--- src/rtl/teclado_digitos_pkg.sv ---
// Shared types for the keypad password path: packet type, key codes, sentinel packets
// and FSM state encoding.
package teclado_digitos_pkg;

    localparam int SENHA_DIGITS = 20;

    // digit[0] is the most recent key; unused digits hold 4'hF
    typedef logic [SENHA_DIGITS-1:0][3:0] senhaPac_t;

    localparam logic [3:0] KEY_STAR = 4'hA;
    localparam logic [3:0] KEY_HASH = 4'hB;

    localparam senhaPac_t SENHA_VAZIA   = {SENHA_DIGITS{4'hF}};
    localparam senhaPac_t SENHA_SAIR    = {SENHA_DIGITS{4'hB}};
    localparam senhaPac_t SENHA_TIMEOUT = {SENHA_DIGITS{4'hE}};

    typedef enum logic [1:0] {
        ST_DISABLED = 2'd0,
        ST_ENTRY    = 2'd1,
        ST_SEND     = 2'd2
    } estado_t;

    function automatic logic is_digit(input logic [3:0] code);
        return code <= 4'h9;
    endfunction

endpackage

--- src/rtl/teclado_digitos_tick_ms.sv ---
// Free-running 1 ms tick divisor; one-cycle pulse every CLK_HZ/1000 clocks, restarted by i_clear.
module tick_ms #(
    parameter int CLK_HZ = 50_000_000
) (
    input  logic clk,
    input  logic rst,
    input  logic i_clear,
    output logic o_tick
);

    localparam int DIV   = (CLK_HZ / 1000 > 0) ? CLK_HZ / 1000 : 1;
    localparam int CNT_W = (DIV > 1) ? $clog2(DIV) : 1;
    localparam logic [CNT_W-1:0] CNT_LAST = CNT_W'(DIV - 1);

    logic [CNT_W-1:0] r_cnt;
    logic             w_wrap;

    assign w_wrap = (r_cnt == CNT_LAST);

    // NOTE: sequential state uses non-blocking assignments so every flop samples pre-edge values.
    always_ff @(posedge clk or posedge rst) begin
        if (rst) begin
            r_cnt <= '0;
        end else if (i_clear || w_wrap) begin
            r_cnt <= '0;
        end else begin
            r_cnt <= r_cnt + 1'b1;
        end
    end

    // A clear cycle never emits a tick, so the window restarts cleanly after a key.
    assign o_tick = w_wrap && !i_clear;

endmodule

--- src/rtl/teclado_digitos.sv ---
// Keypad digit accumulator: builds a 20-digit BCD packet and strobes it out on '#', '*' or timeout.
// Optional build macro TECLADO_BACKSPACE_EN turns '*' on a non-empty buffer into a backspace.
module teclado_digitos
    import teclado_digitos_pkg::*;
#(
    parameter int CLK_HZ     = 50_000_000,
    parameter int TIMEOUT_MS = 5000,
    parameter int MAX_DIGITS = SENHA_DIGITS
) (
    input  logic       clk,
    input  logic       rst,
    input  logic       enable,
    input  logic       key_valid,
    input  logic [3:0] key_code,
    output senhaPac_t  digitos_value,
    output logic       digitos_valid
);

    localparam int TIMER_W = $clog2(TIMEOUT_MS + 1);
    localparam logic [TIMER_W-1:0] TIMER_LAST = TIMER_W'(TIMEOUT_MS - 1);

    estado_t            r_state;
    estado_t            w_state_next;
    senhaPac_t          r_buffer;
    senhaPac_t          w_buffer_next;
    senhaPac_t          w_send_value;
    senhaPac_t          w_push;
    logic               r_valid;
    logic               w_valid_next;
    logic [TIMER_W-1:0] r_timer;
    logic               w_tick;
    logic               w_timer_clr;
    logic               w_empty;
    logic               w_key_accept;
    logic               w_expire;

    // Digits are never 0xF, so the newest slot alone tells whether anything was typed.
    assign w_empty      = (r_buffer[0] == 4'hF);
    assign w_key_accept = (r_state == ST_ENTRY) && enable && key_valid && (key_code <= KEY_HASH);
    assign w_push       = {r_buffer[MAX_DIGITS-2:0], key_code};

`ifdef TECLADO_BACKSPACE_EN
    senhaPac_t w_pop;
    assign w_pop = {4'hF, r_buffer[MAX_DIGITS-1:1]};
`endif

    // Timer only runs in ENTRY with something typed; any accepted key restarts the window.
    assign w_timer_clr = (r_state != ST_ENTRY) || w_key_accept || w_empty;
    assign w_expire    = w_tick && (r_timer == TIMER_LAST);

    tick_ms #(
        .CLK_HZ (CLK_HZ)
    ) u_tick_ms (
        .clk     (clk),
        .rst     (rst),
        .i_clear (w_timer_clr),
        .o_tick  (w_tick)
    );

    always_ff @(posedge clk or posedge rst) begin
        if (rst) begin
            r_timer <= '0;
        end else if (w_timer_clr) begin
            r_timer <= '0;
        end else if (w_tick) begin
            r_timer <= r_timer + 1'b1;
        end
    end

    always_ff @(posedge clk or posedge rst) begin
        if (rst) begin
            r_state <= ST_DISABLED;
        end else begin
            r_state <= w_state_next;
        end
    end

    // NOTE: every signal written here gets a default first so no latch is inferred.
    always_comb begin
        w_state_next = r_state;
        w_send_value = SENHA_VAZIA;
        case (r_state)
            ST_DISABLED: begin
                if (enable) begin
                    w_state_next = ST_ENTRY;
                end
            end
            ST_ENTRY: begin
                if (!enable) begin
                    w_state_next = ST_DISABLED;
                end else if (w_key_accept) begin
                    if (key_code == KEY_HASH) begin
                        w_state_next = ST_SEND;
                        w_send_value = r_buffer;
                    end else if (key_code == KEY_STAR) begin
`ifdef TECLADO_BACKSPACE_EN
                        if (w_empty) begin
                            w_state_next = ST_SEND;
                            w_send_value = SENHA_SAIR;
                        end
`else
                        w_state_next = ST_SEND;
                        w_send_value = SENHA_SAIR;
`endif
                    end
                end else if (w_expire) begin
                    w_state_next = ST_SEND;
                    w_send_value = SENHA_TIMEOUT;
                end
            end
            ST_SEND: begin
                w_state_next = enable ? ST_ENTRY : ST_DISABLED;
            end
            default: begin
                w_state_next = ST_DISABLED;
            end
        endcase
    end

    // The buffer doubles as the output register: it holds the result during SEND.
    always_comb begin
        w_buffer_next = SENHA_VAZIA;
        w_valid_next  = 1'b0;
        if (w_state_next == ST_SEND) begin
            w_buffer_next = w_send_value;
            w_valid_next  = 1'b1;
        end else if ((r_state == ST_ENTRY) && (w_state_next == ST_ENTRY)) begin
            w_buffer_next = r_buffer;
            if (w_key_accept && is_digit(key_code)) begin
                w_buffer_next = w_push;
            end
`ifdef TECLADO_BACKSPACE_EN
            else if (w_key_accept && (key_code == KEY_STAR)) begin
                w_buffer_next = w_pop;
            end
`endif
        end
    end

    // NOTE: the packet is a bank of ordinary flops, not a RAM, so it takes the reset value.
    always_ff @(posedge clk or posedge rst) begin
        if (rst) begin
            r_buffer <= SENHA_VAZIA;
            r_valid  <= 1'b0;
        end else begin
            r_buffer <= w_buffer_next;
            r_valid  <= w_valid_next;
        end
    end

    assign digitos_value = r_buffer;
    assign digitos_valid = r_valid;

endmodule
--- config.mk ---
export PLATFORM = sky130hd
export DESIGN_NAME = teclado_digitos
export DESIGN_NICKNAME = d
export VERILOG_FILES = /design/src/rtl/teclado_digitos_pkg.sv /design/src/rtl/teclado_digitos_tick_ms.sv /design/src/rtl/teclado_digitos.sv
export SDC_FILE = /design/constraint.sdc
export NUM_CORES = 1
export LEC_CHECK = 0
export BUFFER_PORTS_ARGS = -buffer_cell sky130_fd_sc_hd__buf_2
export CORE_MARGIN = 5
export CORE_UTILIZATION = 30
export DETAILED_ROUTE_END_ITERATION = 12
export SLEW_MARGIN = 20
export SYNTH_ARGS = -nofsm -noshare
export SYNTH_HDL_FRONTEND = slang
export SYNTH_HIERARCHICAL = 1
export SYNTH_SLANG_ARGS = --single-unit
--- constraint.sdc ---
create_clock -name clk -period 5 [get_ports clk]
set_input_delay 0.75 -clock clk [delete_from_list [all_inputs] [get_ports clk]]
set_output_delay 0.75 -clock clk [all_outputs]
set_load 0.05 [all_outputs]
==> results of run 1 <==
==> worst max-delay path, cell delays in order (launching register included) <==
cell      delay (ns)
dfrtp_1         0.45
or4b_1          0.54
or4_4           0.54
nor2_1          0.33
nand4_1         0.30
nor4_4          0.35
buf_4           0.42
a211oi_1        0.17
o21a_1          0.21
==> area by class of cell <==
type	count	area, µm²
Multi-Input combinational cell	250	1884
Tap cell	225	281.5
Sequential cell	112	2903
Clock inverter	4	52.55
Inverter	49	186.4
Fill cell	1740	11040
Clock buffer	12	256.5
Timing Repair Buffer	96	513.0
==> sequential cells by signal, summed over array words and instances (netlist names) <==
register / cells
u_tick_ms/r_cnt: 16
r_timer: 13
digitos_valid: 1
digitos_value: 80
r_state: 2
==> cell families (layout without fill, tap and decap cells) <==
family,count (synthesis),after routing
adder cells (fa/ha/maj),2,2
AO/OA/AOI/OAI,126,126
flip-flops,112,112
buffers and inverters,85,161
AND/OR/NAND/NOR,95,95
multiplexers,1,1
XOR/XNOR,26,26
==> cells in the final DEF, fill, tap and decap left out, types with 2 or more instances in the layout <==
master,count
buf_2,88
o22a_1,80
dfstp_2,80
inv_1,48
a2111oi_0,39
nor2_1,39
dfrtp_1,32
xnor2_1,21
nand4_1,12
clkbuf_16,9
nand2_1,8
nor4_1,7
buf_4,7
nand3_1,6
xor2_1,5
nor3_1,4
nand4b_1,3
ha_1,2
clkbuf_8,2
clkinv_4,2
==> power breakdown <==
part / total [mW] / switching, mW / internal, mW
clock network: 0.738 / 0.321 / 0.417
logic: 0.0805 / 0.0628 / 0.0176
registers: 0.917 / 0.00331 / 0.913
total: 1.74 / 0.387 / 1.35
==> metrics by stage <==
step | hold WS, ns | setup WS [ns] | util
2_1_floorplan | 0.4499 | 1.877 | -
6_report | 0.5029 | 1.568 | 0.3550
5_1_grt | 0.5236 | 1.287 | 0.3550
4_1_cts | 0.5053 | 1.580 | 0.3550
3_3_place_gp | 0.4733 | 1.610 | 0.3368
3_5_place_dp | 0.5059 | 1.602 | 0.3370
==> worst min-delay path by stage <==
stage | to | depth (start not counted)
finish | u_tick_ms/r_cnt[14] | 2
global placement | u_tick_ms/r_cnt[0] | 1
detailed placement | u_tick_ms/r_cnt[0] | 1
floorplan | u_tick_ms/r_cnt[0] | 1
global route | u_tick_ms/r_cnt[0] | 1
CTS | u_tick_ms/r_cnt[14] | 2
==> per-layer routing <==
metal  share of wire  vias to the layer above  GRT usage
li1                -                     1789          -
met1            0.47                     1869     0.1676
met2            0.46                       98     0.1816
met3           0.057                       15    0.02917
met4           0.020                        0    0.04742
met5               0                        -          0
==> results.yml, run 1 <==
layout:
  drive_gt1_frac: 0.3824
  layout-area-overhead-vs-synth_pct: 17.60
  final_cells: 748
  fin_area_mm2: 0.006077
  num_antenna_cells: 0
  nets: 528
timing:
  tns_ns: 0
  fmaxAchievable_mhz: 291.4
  setup_viol: 0
  fin_skew_ns: 0.008792
  grt_setup_unrepaired: "no"
  hold_viol_final: 0
  fin_crit_sh: 0.6863
  worstMarginPinSlew_ns: 0.8479
  period_minus_slack_ns: 3.432
  maxSlewHeadroom: 0.4331
  final-max-slew-violation-count: 0
logic_synthesis:
  synth_cell_types: 41
  synth_top_area_frac: 0.4068
  synth_top_family_by_area: "compound AO/OA/AOI/OAI gates"
  synth_compound_area_frac: 0.2114
  synthCells: 447
  synthTopCellsByCount: "dfstp_2 (80), o22a_1 (80), inv_1 (49), nor2_1 (40), a2111oi_0 (39)"
  synth-simple-area-share: 0.09976
  ys.flop_type: "dfstp_2"
  synth_nets: 457
  ys_seq_area_frac: 0.5617
  synth_seq_cells: 112
  yosys-mux-area-fraction: 0.001937
  avgSynthCellArea_um2: 11.56
  yosys.area_share.adder: 0.004843
  synth.area.top_cells: "dfstp_2 (41%), dfrtp_1 (15%), o22a_1 (14%)"
  synth_xor_area_frac: 0.04407
  synth_edf_count: 0
  synth_top_cell_by_area: "dfstp_2"
  synth_warnings: 6
  async_flop_share: 1.000
  syn_area_mm2: 0.005167
clocking:
  cts_buffers: 9
  cts_setup_buffers: 0
  root_buffer: "clkbuf_16"
  path_clk_slew_ns: 0.07
  ctsResizeCount: 0
  clock-sinks: 112
  cts_buffer_depth: 2
  htree_levels: 3
  clk_latency_ns: 0.35
  cts_tree: "yes"
  postCtsHoldBufs: 0
setup_path:
  r2r-end: "r_state[0]"
  startpoint: "u_tick_ms/r_cnt[7]"
  worstPathArrival_ns: 3.67
  start_kind: "register"
  path_class: "register to register"
  required_ns: 5.24
  endpoint_kind: "register"
  worstRegToRegCells: 8
  rrSetupSlack_ns: 1.57
  worstPathMaxFanout: 41
  worstSetupEndpoint: "r_state[0]"
  r2r-start: "u_tick_ms/r_cnt[7]"
grt:
  grt_pass1_wl_mm: 19.91
  grt_pass1_vias: 3835
  grt_max_degree: 81
  grt_use_total: 0.1207
  gr-total-overflow: 0
  antenna_found_initial: 0
die:
  io_pins: 89
  coreArea_mm2: 0.01712
  die-area_mm2: 0.01995
  num_rows: 48
  die_h_um: 141.2
  die_w_um: 141.2
  start_util: 0.3019
place:
  placed_area_mm2: 0.005768
  place_hpwl_mm: 7.791
  globalplace.congestion: 0.8274
  numPlacedInstances: 732
  portBuffers: 88
detailed_routing:
  wl_per_cell_um: 15.94
  vias: 3771
  totalWireLength_mm: 11.92
  drc: 0
  viasPerCell: 5.041
  dr.pass1.iters: 5
  antenna_left: 0
  drt_iter0_markers: 222
min_path:
  hold_class: "input pin to asynchronous set/reset pin"
power_and_ir_drop:
  vdd_drop_max_mv: 0.1957
  finalPower_mw: 1.735
  pwr_density_cell_mw_per_mm2: 285.5
  power_leakage_nw: 2.398
run:
  maxCapViolCount: 0
outcome:
  status: "finished clean"
Power figures use the tool's default switching activity.
==> run 2: changes to the inputs <==
- clock period: 5 -> 3.6 ns (I/O delays scaled with it)
==> results.yml, run 2 (synthesis gave the netlist of run 1 again) <==
outcome:
  status: "finished clean"
clocking:
  ctsResizeCount: 0
  postCtsHoldBufs: 0
  htree_levels: 3
  clk_latency_ns: 0.36
  clock-sinks: 112
  cts_setup_buffers: 0
  cts_buffers: 9
  path_clk_slew_ns: 0.08
  root_buffer: "clkbuf_16"
  cts_tree: "yes"
  cts_buffer_depth: 2
run:
  maxCapViolCount: 0
layout:
  nets: 532
  drive_gt1_frac: 0.3871
  fin_area_mm2: 0.006117
  final_cell_mix: "buf_2 (88), o22a_1 (80), dfstp_2 (80), inv_1 (48)"
  sequential_cell_area_mm2: 0.002903
  multiInputGateArea_mm2: 0.001882
  layout-area-overhead-vs-synth_pct: 18.38
  final_cells: 753
  largest_reg_flops: 80
  layout_commonest_cell: "buf_2"
  fillers: 1688
setup_path:
  worstPathMaxFanout: 34
  worstRegToRegCells: 8
  required_ns: 3.89
  worstPathArrival_ns: 3.43
  r2r-start: "u_tick_ms/r_cnt[7]"
  cpMaxStageDelayCell: "or4_4"
  critPathMaxStageDelay_ns: 0.55
  rrSetupSlack_ns: 0.47
  r2r-end: "digitos_value[72]"
  endpoint_kind: "register"
  start_kind: "register"
  path_class: "register to register"
  crit_path_cell_trace: "or4b_1, or4_4, nor2_1, nand4_1, nor4_4, buf_4, a2111oi_0, o22a_1"
timing:
  setup_viol: 0
  fin_skew_ns: 0.01370
  maxSlewHeadroom: 0.3753
  worstMarginPinSlew_ns: 0.9370
  fin_crit_sh: 0.8706
  grt_setup_unrepaired: "no"
  fin_ws_ns: 0.4659
  final-max-slew-violation-count: 0
  hold_viol_final: 0
  period_minus_slack_ns: 3.134
  fmaxAchievable_mhz: 319.1
  tns_ns: 0
  whs_ns: 0.2827
detailed_routing:
  totalWireLength_mm: 12.48
  viasPerCell: 5.138
  dr.pass1.iters: 5
  antenna_left: 0
  drc: 0
  vias: 3869
  wl_per_cell_um: 16.58
  drt_iter0_markers: 389
die:
  die_w_um: 141.2
  die_h_um: 141.2
  start_util: 0.3019
  num_rows: 48
  die-area_mm2: 0.01995
  coreArea_mm2: 0.01712
  io_pins: 89
grt:
  grt_pass1_vias: 3796
  grt_max_degree: 77
  grt_pass1_wl_mm: 20.80
  grt_use_total: 0.1275
  gr-total-overflow: 0
  antenna_found_initial: 1
place:
  place_ws_ns: 0.5151
  portBuffers: 88
  numPlacedInstances: 736
  globalplace.congestion: 0.7766
  place_hpwl_mm: 8.107
  placed_area_mm2: 0.005808
power_and_ir_drop:
  pwr_density_cell_mw_per_mm2: 394.4
  vdd_drop_max_mv: 0.3868
  p_sw_frac: 0.2563
  p_seq_frac: 0.528
  combPwrFrac: 0.048
  p_sw_mw: 0.6182
  power_leakage_nw: 2.420
  power.internal_mw: 1.794
  p_clk_frac: 0.425
min_path:
  hold_class: "input pin to asynchronous set/reset pin"
-- run 2: cell count changes in the layout (fill, tap and decap cells not counted), sizes merged --
cell and delta:
bufinv -1, diode +1, inv +4, clkbuf -3, buf +4
-- run 2: how the worst max path moves through the flow --
stage                       startpoint           endpoint  slack (ns)  depth (start not counted)
CTS                 u_tick_ms/r_cnt[7]  digitos_value[42]        0.50                          8
global route        u_tick_ms/r_cnt[7]  digitos_value[42]        0.26                          8
finish              u_tick_ms/r_cnt[7]  digitos_value[72]        0.47                          8
detailed placement  u_tick_ms/r_cnt[7]  digitos_value[78]        0.52                          8
global placement    u_tick_ms/r_cnt[7]  digitos_value[26]        0.59                          8
floorplan           u_tick_ms/r_cnt[7]  digitos_value[54]        0.59                          9
-- run 2: power by group through the flow --
stage	clock (mW)	sequential (mW)	combinational [mW]
after detailed placement	0	1.29	0.117
after global placement	0	1.29	0.115
after CTS	1.05	1.27	0.117
after global routing	1.10	1.27	0.128
after floorplan	0	1.30	0.0769
final	1.02	1.27	0.115
-- run 2: metrics by stage --
| step | utilization | total power [mW] |
|---|---|---|
| 2_1_floorplan | - | 1.380 |
| 3_3_place_gp | 0.3393 | 1.408 |
| 3_5_place_dp | 0.3393 | 1.410 |
| 4_1_cts | 0.3572 | 2.441 |
| 5_1_grt | 0.3574 | 2.497 |
| 6_report | 0.3574 | 2.412 |
-- run 2: worst max-delay path: cells and delay by family, from the launching register on --
family / cells / cell delay (ns)
flip-flops: 1 / 0.45
AO/OA/AOI/OAI: 2 / 0.40
buffers and inverters: 1 / 0.39
AND/OR/NAND/NOR: 5 / 1.82
-- run 2: area by class of cell --
class	count	area share
clock buffer	9	0.03682
inverter	49	0.03048
sequential	112	0.4745
antenna	1	0.0004091
clock inverter	7	0.01330
multi-input combinational	250	0.3076
tap	225	0.04602
timing repair buffer	100	0.09082
-- run 2: metal layers --
layer  global-route usage  routed length, µm  up-vias  part of all wire
li1                     -                  -     1801                 -
met1               0.1759               5711     1939              0.46
met2               0.1964               5828      114              0.47
met3              0.03596                786       15             0.063
met4              0.03570                157        0             0.013
met5                    0                  0        -                 0
==> run 3: changes to the inputs <==
- clock period: 3.6 -> 3.4 ns (I/O delays scaled with it)
==> results.yml, run 3 (synthesis gave the netlist of run 1 again) <==
timing:
  worstMarginPinSlew_ns: 0.8386
  tns_ns: 0
  fin_skew_ns: 0.01147
  maxSlewHeadroom: 0.4393
  fin_crit_sh: 0.9330
  hold_viol_final: 0
  grt_setup_unrepaired: "no"
  fmaxAchievable_mhz: 315.2
  final-max-slew-violation-count: 0
  setup_viol: 0
  period_minus_slack_ns: 3.172
power_and_ir_drop:
  p_clk_frac: 0.403
  power.internal_mw: 1.891
  pwr_density_cell_mw_per_mm2: 405.0
  p_sw_frac: 0.2314
  p_seq_frac: 0.548
  power_leakage_nw: 2.389
  finalPower_mw: 2.460
  combPwrFrac: 0.049
  p_sw_mw: 0.5691
  vdd_drop_max_mv: 0.2356
detailed_routing:
  drt_iter0_markers: 262
  antenna_left: 0
  viasPerCell: 5.068
  wl_per_cell_um: 15.80
  dr.pass1.iters: 4
  totalWireLength_mm: 11.87
  drc: 0
  vias: 3806
place:
  portBuffers: 88
  place_hpwl_mm: 7.867
  globalplace.congestion: 0.8400
grt:
  grt_use_total: 0.1222
  grt_pass1_vias: 3779
  antenna_found_initial: 0
  grt_pass1_wl_mm: 19.75
  gr-total-overflow: 0
  grt_max_degree: 84
die:
  io_pins: 89
  num_rows: 48
  die_h_um: 141.2
  die-area_mm2: 0.01995
  coreArea_mm2: 0.01712
  die_w_um: 141.2
  start_util: 0.3019
setup_path:
  worstPathMaxFanout: 70
  required_ns: 3.69
  start_kind: "register"
  worstRegToRegCells: 8
  endpoint_kind: "register"
  path_class: "register to register"
  worstPathArrival_ns: 3.47
  rrSetupSlack_ns: 0.23
  r2r-end: "digitos_value[75]"
  r2r-start: "u_tick_ms/r_cnt[7]"
layout:
  layout-area-overhead-vs-synth_pct: 17.53
  num_antenna_cells: 0
  drive_gt1_frac: 0.3840
  nets: 531
  final_cell_mix: "buf_2 (88), o22a_1 (80), dfstp_2 (80), inv_1 (48), a2111oi_0 (39)"
  largest_reg_flops: 80
  layout_commonest_cell: "buf_2"
clocking:
  htree_levels: 3
  cts_buffers: 9
  cts_buffer_depth: 2
  cts_setup_buffers: 0
  postCtsHoldBufs: 0
  clock-sinks: 112
  clk_latency_ns: 0.35
  path_clk_slew_ns: 0.07
  cts_tree: "yes"
  root_buffer: "clkbuf_16"
min_path:
  hold_class: "input pin to asynchronous set/reset pin"
run:
  maxCapViolCount: 0
outcome:
  status: "finished clean"
run 3: timing repair:
| action | CTS | global route |
|---|---|---|
| endpoints found under the setup margin | 0 | 70 |
| resized for setup | 0 | 2 |
| endpoints found under the hold margin | 0 | 0 |
run 3: worst max-delay path, cell delays in order, from the launching register on:
cell and delay, ns:
dfrtp_1 0.44, or4b_1 0.53, or4_4 0.55, nor2_2 0.23
nand4_1 0.26, nor4_4 0.34, o31a_2 0.24, buf_12 0.29
o22a_1 0.19
run 3: power groups by stage:
stage               logic, mW  clock network [mW]  registers [mW]
floorplan              0.0814                   0            1.38
global route            0.135                1.08            1.35
CTS                     0.122                1.03            1.35
detailed placement      0.122                   0            1.37
global placement        0.118                   0            1.37
finish                  0.119               0.992            1.35
run 3: cell type report:
| cell class | count | area [µm²] |
|---|---|---|
| Fill cell | 1716 | 11040 |
| Inverter | 49 | 188.9 |
| Sequential cell | 112 | 2903 |
| Multi-Input combinational cell | 250 | 1884 |
| Timing Repair Buffer | 99 | 539.3 |
| Tap cell | 225 | 281.5 |
| Clock buffer | 12 | 246.5 |
| Clock inverter | 4 | 30.03 |
run 3: routing by layer:
layer  track usage  share of wire
met4       0.02907          0.011
met1        0.1601           0.46
met3       0.04308          0.065
met5             0              0
met2        0.1944           0.47
run 3: worst max path at each step:
stage | from | depth (start not counted) | end
final | u_tick_ms/r_cnt[7] | 8 | digitos_value[75]
after global routing | u_tick_ms/r_cnt[7] | 8 | digitos_value[65]
after CTS | u_tick_ms/r_cnt[7] | 8 | digitos_value[42]
after detailed placement | u_tick_ms/r_cnt[7] | 8 | digitos_value[14]
after global placement | u_tick_ms/r_cnt[7] | 8 | digitos_value[54]
after floorplan | u_tick_ms/r_cnt[7] | 9 | digitos_value[54]
run 3: metrics by stage:
| step | utilization | hold WS [ns] | cell area (µm²) | setup WS, ns | instances |
|---|---|---|---|---|---|
| after detailed placement | 0.3382 | 0.4860 | 5788 | 0.1209 | 735 |
| after CTS | 0.3543 | 0.2728 | 6065 | 0.1054 | 751 |
| after global routing | 0.3548 | 0.3215 | 6073 | 0.05077 | 751 |
| after floorplan | - | 0.4237 | 5167 | 0.3878 | 447 |
| final | 0.3548 | 0.2828 | 6073 | 0.2278 | 751 |
| after global placement | 0.3382 | 0.4692 | 5788 | 0.1383 | 735 |
